File: config.mk
export PLATFORM = sky130hd
export DESIGN_NAME = divu_p6y3
export DESIGN_NICKNAME = d
export VERILOG_FILES = /design/src/rtl/divu_p6y3.sv
export SDC_FILE = /design/constraint.sdc
export NUM_CORES = 1
export LEC_CHECK = 0
export ABC_AREA = 1
export BUFFER_PORTS_ARGS = -buffer_cell sky130_fd_sc_hd__buf_2
export CAP_MARGIN = 20
export CORE_MARGIN = 8
export CORE_UTILIZATION = 45
export CTS_CLUSTER_DIAMETER = 50
export DETAILED_ROUTE_END_ITERATION = 10
export PLACE_DENSITY = 0.66
export SKIP_CTS_REPAIR_TIMING = 1
export SYNTH_ARGS = -nofsm -noshare
export SYNTH_HDL_FRONTEND = slang
export SYNTH_SLANG_ARGS = --single-unit
File: constraint.sdc
create_clock -name clk -period 1.8 [get_ports clk]
set_input_delay 0.09 -clock clk [delete_from_list [all_inputs] [get_ports clk]]
set_output_delay 0.09 -clock clk [all_outputs]
set_load 0.02 [all_outputs]
File: src/rtl/divu_p6y3.sv
// Sequential unsigned restoring divider: one quotient bit per clock, start/rdy/done handshake.
// Optional divide-by-zero fast path and dz flag enabled by defining DIVU_DIV0_FLAG_EN.
module divu_p6y3 #(
  parameter int P_WIDTH = 6,
  parameter int Y_WIDTH = 3
) (
  input  logic               clk,
  input  logic               rst_n,
  input  logic               start,
  input  logic [P_WIDTH-1:0] p,
  input  logic [Y_WIDTH-1:0] y,
  output logic [P_WIDTH-1:0] q,
  output logic [Y_WIDTH-1:0] r,
  output logic               rdy,
  output logic               done
`ifdef DIVU_DIV0_FLAG_EN
  ,
  output logic               dz
`endif
);

  localparam int CW = $clog2(P_WIDTH + 1);

  typedef enum logic [1:0] {
    S_IDLE,
    S_RUN,
    S_DONE
  } state_t;

  state_t             state_q, state_d;
  logic [P_WIDTH-1:0] dq_q, dq_d;
  logic [Y_WIDTH-1:0] v_q, v_d;
  logic [Y_WIDTH-1:0] rem_q, rem_d;
  logic [CW-1:0]      cnt_q, cnt_d;
  logic [P_WIDTH-1:0] quo_q, quo_d;
  logic [Y_WIDTH-1:0] rmd_q, rmd_d;
`ifdef DIVU_DIV0_FLAG_EN
  logic               dz_q, dz_d;
`endif

  logic [Y_WIDTH:0]   trial;
  logic               fits;

  always_ff @(posedge clk or negedge rst_n) begin
    if (!rst_n) begin
      state_q <= S_IDLE;
      dq_q    <= '0;
      v_q     <= '0;
      rem_q   <= '0;
      cnt_q   <= '0;
      quo_q   <= '0;
      rmd_q   <= '0;
`ifdef DIVU_DIV0_FLAG_EN
      dz_q    <= 1'b0;
`endif
    end else begin
      state_q <= state_d;
      dq_q    <= dq_d;
      v_q     <= v_d;
      rem_q   <= rem_d;
      cnt_q   <= cnt_d;
      quo_q   <= quo_d;
      rmd_q   <= rmd_d;
`ifdef DIVU_DIV0_FLAG_EN
      dz_q    <= dz_d;
`endif
    end
  end

  // The partial remainder only needs Y_WIDTH bits stored: the subtraction is done modulo
  // 2^Y_WIDTH, while the compare still sees the full Y_WIDTH+1-bit trial value.
  // The dividend register doubles as the quotient shift register.
  always_comb begin
    state_d = state_q;
    dq_d    = dq_q;
    v_d     = v_q;
    rem_d   = rem_q;
    cnt_d   = cnt_q;
    quo_d   = quo_q;
    rmd_d   = rmd_q;
`ifdef DIVU_DIV0_FLAG_EN
    dz_d    = dz_q;
`endif
    trial   = {rem_q, dq_q[P_WIDTH-1]};
    fits    = (trial >= {1'b0, v_q});

    case (state_q)
      S_IDLE: begin
        if (start) begin
          dq_d    = p;
          v_d     = y;
          rem_d   = '0;
          cnt_d   = CW'(P_WIDTH);
          state_d = S_RUN;
        end
      end
      S_RUN: begin
`ifdef DIVU_DIV0_FLAG_EN
        if (v_q == '0) begin
          quo_d   = '1;
          rmd_d   = dq_q[Y_WIDTH-1:0];
          dz_d    = 1'b1;
          cnt_d   = '0;
          state_d = S_DONE;
        end else
`endif
        begin
          rem_d = fits ? (trial[Y_WIDTH-1:0] - v_q) : trial[Y_WIDTH-1:0];
          dq_d  = {dq_q[P_WIDTH-2:0], fits};
          cnt_d = cnt_q - CW'(1);
          if (cnt_q == CW'(1)) begin
            quo_d   = {dq_q[P_WIDTH-2:0], fits};
            rmd_d   = rem_d;
`ifdef DIVU_DIV0_FLAG_EN
            dz_d    = 1'b0;
`endif
            state_d = S_DONE;
          end
        end
      end
      S_DONE: begin
        state_d = S_IDLE;
      end
      default: begin
        state_d = S_IDLE;
      end
    endcase
  end

  assign q    = quo_q;
  assign r    = rmd_q;
  assign rdy  = (state_q == S_IDLE);
  assign done = (state_q == S_DONE);
`ifdef DIVU_DIV0_FLAG_EN
  assign dz   = dz_q;
`endif

endmodule

; Word-level counts from Yosys, hierarchy flattened
; Cells that the tools add are included.
; Widths: inputs -> output; s select.
[word_totals]
ff_bits = 26
inputBits = 12
[classes]
addsub = 2
order_cmp = 1
muxes = 10
n_eq_ne = 5
reduce_logical = 6
[ops]
columns = operator, n
row1 = $pmux 3 s2, 2
row2 = $pmux 6 s2, 1
row3 = $mux 3, 3
row4 = $reduce_and 2->1, 4
row5 = $mux 6, 1
row6 = $ge 4x3->1, 1
row7 = $mux 2, 2
row8 = $ne 2x2->1 const B, 2
row9 = $pmux 2 s2, 1
row10 = $eq 3x1->1 const B, 1
row11 = $sub 3x1->3 const B, 1
row12 = $sub 3x3->3, 1
row13 = $eq 2x1->1 const B, 1
row14 = $eq 2x2->1 const B, 1
row15 = $logic_not 2->1, 1
row16 = $reduce_bool 2->1, 1

; Longest topological paths before layout
[depth]
word_depth = 3
depth_mapped = 12

; Worst setup path after synthesis
; OpenSTA, ideal clock, no wires.
[synth_path]
kind = reg2reg
start = register dq_q[5]
end = register rem_q[2]
path_slack_ps = 199
synth_period_minus_slack_ps = 1601
t_required_ps = 1684
arrival_ps = 1484
path_stages_with_launch = 13
cell_sequence = dfrtp_1 -> inv_1 -> ha_1 -> inv_1 -> fa_1 -> inv_1 -> nand2_1 -> nand2_1 -> nand2_1 -> nand2_1 -> nand2_1 -> nand2_1 -> nand2_1
[synth_between]
elab_chain_cells = 3
[synth_lines]
columns = element, line_no
row1 = from (decl), 31  ; logic [P_WIDTH-1:0] dq_q, dq_d;
row2 = from (signal assigned), 58  ; dq_q <= dq_d;
row3 = $ge 4x3->1 / $sub 3x3->3 (equally long branches), "85, 108"
row4 = $mux 3 (*), 108  ; rem_d = fits ? (trial[Y_WIDTH-1:0] - v_q) : trial[Y_WIDTH-1:0];
row5 = $pmux 3 s2 (*), 87  ; case (state_q)
row6 = to (signal assigned), 60  ; rem_q <= rem_d;
row7 = to (decl), 33  ; logic [Y_WIDTH-1:0] rem_q, rem_d;
; Every way passes the cells marked *; elsewhere a longest branch is shown, timed or not.
; A chain may end at the register's enable or synchronous reset.

; Worst setup path after layout
[layout_path]
start = register dq_q[5]
end = register rmd_q[2] (netlist: r[2])
[layout_between]
elab_chain_cells = 2
[layout_lines]
columns = element, line_no
row1 = $ge 4x3->1 / $sub 3x3->3 (equally long branches), "85, 108"
row2 = $mux 3 (*), 108
row3 = to (signal assigned), 63  ; rmd_q <= rmd_d;
row4 = to (decl), 36  ; logic [Y_WIDTH-1:0] rmd_q, rmd_d;
; Marked as above.

==> impl_metrics.ini <==
[setup_path]
crit_path_start_kind = flip-flop
crit_path_end_kind = flip-flop
r2r_end = r[2]
worstPathRequired_ns = 2.03
worstReg2RegStart = dq_q[5]
crit_start = dq_q[5]
crit_end = r[2]
critPathMaxFanout = 5
ff2ff_path_depth = 12
crit_arrival_ns = 1.86
crit_type = flip-flop to flip-flop
rrSetupSlack_ns = 0.16

[floorplanning]
rows = 19
die_w_um = 68.71
initial_core_util = 0.4653
die_h_um = 68.71
coreArea_um2 = 2686
die_area_um2 = 4720
ios = 23

[clocking]
htree_num_levels = 1
cts_tree = yes
root_buffer = clkbuf_4
clock_latency_ns = 0.32
path_clk_slew_ns = 0.13
cts_buffers = 3
clockBufferDepth = 2
clock_sinks = 26

[timing]
fmax_mhz = 611.3
hold_viol = 0
drv_slew = 0
finalCritPeriodShare = 0.9088
worst_hold_slack_ns = 0.01040
fin_skew_ns = 0.008874
fin_ws_ns = 0.1642
fin_crit_ns = 1.636
slew_headroom = 0.6150
worst_pin_slew_ns = 0.5775
setup_viol = 0
rsz0062_at_grt = no
fin_tns_setup_ns = 0

[synth]
async_flop_share = 1.000
syn_nets = 155
syn_avg_cell_area_um2 = 9.124
synth_area_um2 = 1250
ys_ff_latch = 26
seq_area_frac_synth = 0.5205
synth_cells = 137
synth_cell_types = 26
yosys_warnings = 0
synth_edf_count = 0
synth_top_flop_cell = dfrtp_1

[power]
intPower_mw = 1.545
power.share.switching = 0.4547
power_frac_clock = 0.104
p_seq_frac = 0.354
p_total_mw = 2.833
vdd_drop_max_v = 0.001001
p_switching_mw = 1.288
p_leak_nw = 0.7714
p_comb_frac = 0.542
p_per_area_nw_per_um2 = 1955

[layout]
utilization = 0.5394
syn_to_final_growth_pct = 15.92
drive_gt1_frac = 0.2761
diodes = 0
layout.nets = 182
num-fill-cells = 263
layout_commonest_cell = nand2_1
layout_common_cells = 41 x nand2_1, 26 x dfrtp_1, 22 x buf_2

[detailed_routing]
wl_per_cell_um = 12.57
drtPass1Iterations = 4
postRouteAntennaNets = 0
vias = 950
drt_iter0_markers = 51
drc_errors = 0
via_per_inst = 4.897
totalWireLength_um = 2439

[global_route]
grt_pass1_vias = 993
grt.total_usage = 0.1173
grt_first_pass_wirelength_um = 4236
grt_overflow = 0
grt_max_degree = 27
antenna_found_initial = 0

[placed_design]
place_worst_setup_slack_ns = 0.04495
port_buffers = 22
gp_congestion = 0.7454
dp_hpwl_um = 1865

[run]
max-cap-violations = 0

[min_path]
hold_path.class = input port to flip-flop

[status]
status = completed
-- worst min-delay path by stage --
stage,startpoint,cells past startpoint,end
after floorplan,rst_n,0,cnt_q[0]
after global placement,rst_n,1,q[3]
after detailed placement,rst_n,1,q[3]
after CTS,rst_n,1,q[3]
after global routing,y[2],3,v_q[2]
final,y[1],3,v_q[1]
-- worst max-delay path: stages (launching register included) --
cell     delay, ns
dfrtp_1       0.39
inv_2         0.06
ha_1          0.13
inv_1         0.05
fa_2          0.34
inv_1         0.07
nand2_1       0.06
nand2_2       0.10
nand2_2       0.09
nand2_1       0.08
nand2_1       0.06
nand2_1       0.06
nand2_1       0.04
-- power groups by stage --
stage,clock [mW],sequential [mW],combinational [mW]
floorplan,0,1.11,1.05
global placement,0,1.01,1.44
detailed placement,0,1.02,1.51
CTS,0.306,1.00,1.52
global route,0.325,1.03,1.78
finish,0.295,1.00,1.54
-- synth_stat cells, types with 2 or more instances --
library cell	instances	area, um^2
nand2_1	43	161.4
buf_2	2	10.01
ha_1	5	62.56
a21oi_1	2	10.01
nand3_1	7	35.03
o21ai_2	6	52.55
o21ai_1	6	30.03
nor2_1	4	15.01
dfrtp_1	26	650.6
inv_2	3	11.26
inv_1	14	52.55
o21ai_0	4	20.02
a22oi_1	2	15.01
-- cell type report --
class	instances	area [um^2]	share of cell area
flip-flops and latches	26	650.6	0.4490
clock buffers	4	36.28	0.02504
repair buffers	25	137.6	0.09499
well taps	31	38.79	0.02677
multi-input cells	90	515.5	0.3558
inverters	18	70.07	0.04836
-- layer usage --
metal  track usage  vias to the layer above  routed length [um]
met2        0.1998                       21                1224
li1              -                      487                   -
met1        0.1366                      438                1019
met5             0                        -                   0
met3       0.02585                        4                 151
met4       0.05764                        0                  44
-- sequential cells by signal, summed over array words and instances, names as in the netlist --
signal,count
dq_q,6
q,6
cnt_q,3
r,3
rem_q,3
v_q,3
state_q,2
-- kinds of logic after synthesis --
logic type,synth area share
xor gates and xnor gates,0.01402
adders and majority gates,0.06607
AOI/OAI and AO/OA,0.1231
and+or+nand+nor,0.1942
muxes,0.009008
buffers and inverters,0.07307
DFF,0.5205
-- per-stage QoR --
stage               cells  area [um^2]
floorplan             137         1250
global placement      188         1385
detailed placement    188         1385
CTS                   192         1421
global route          194         1449
finish                194         1449
(Power assumes the default switching activity.)
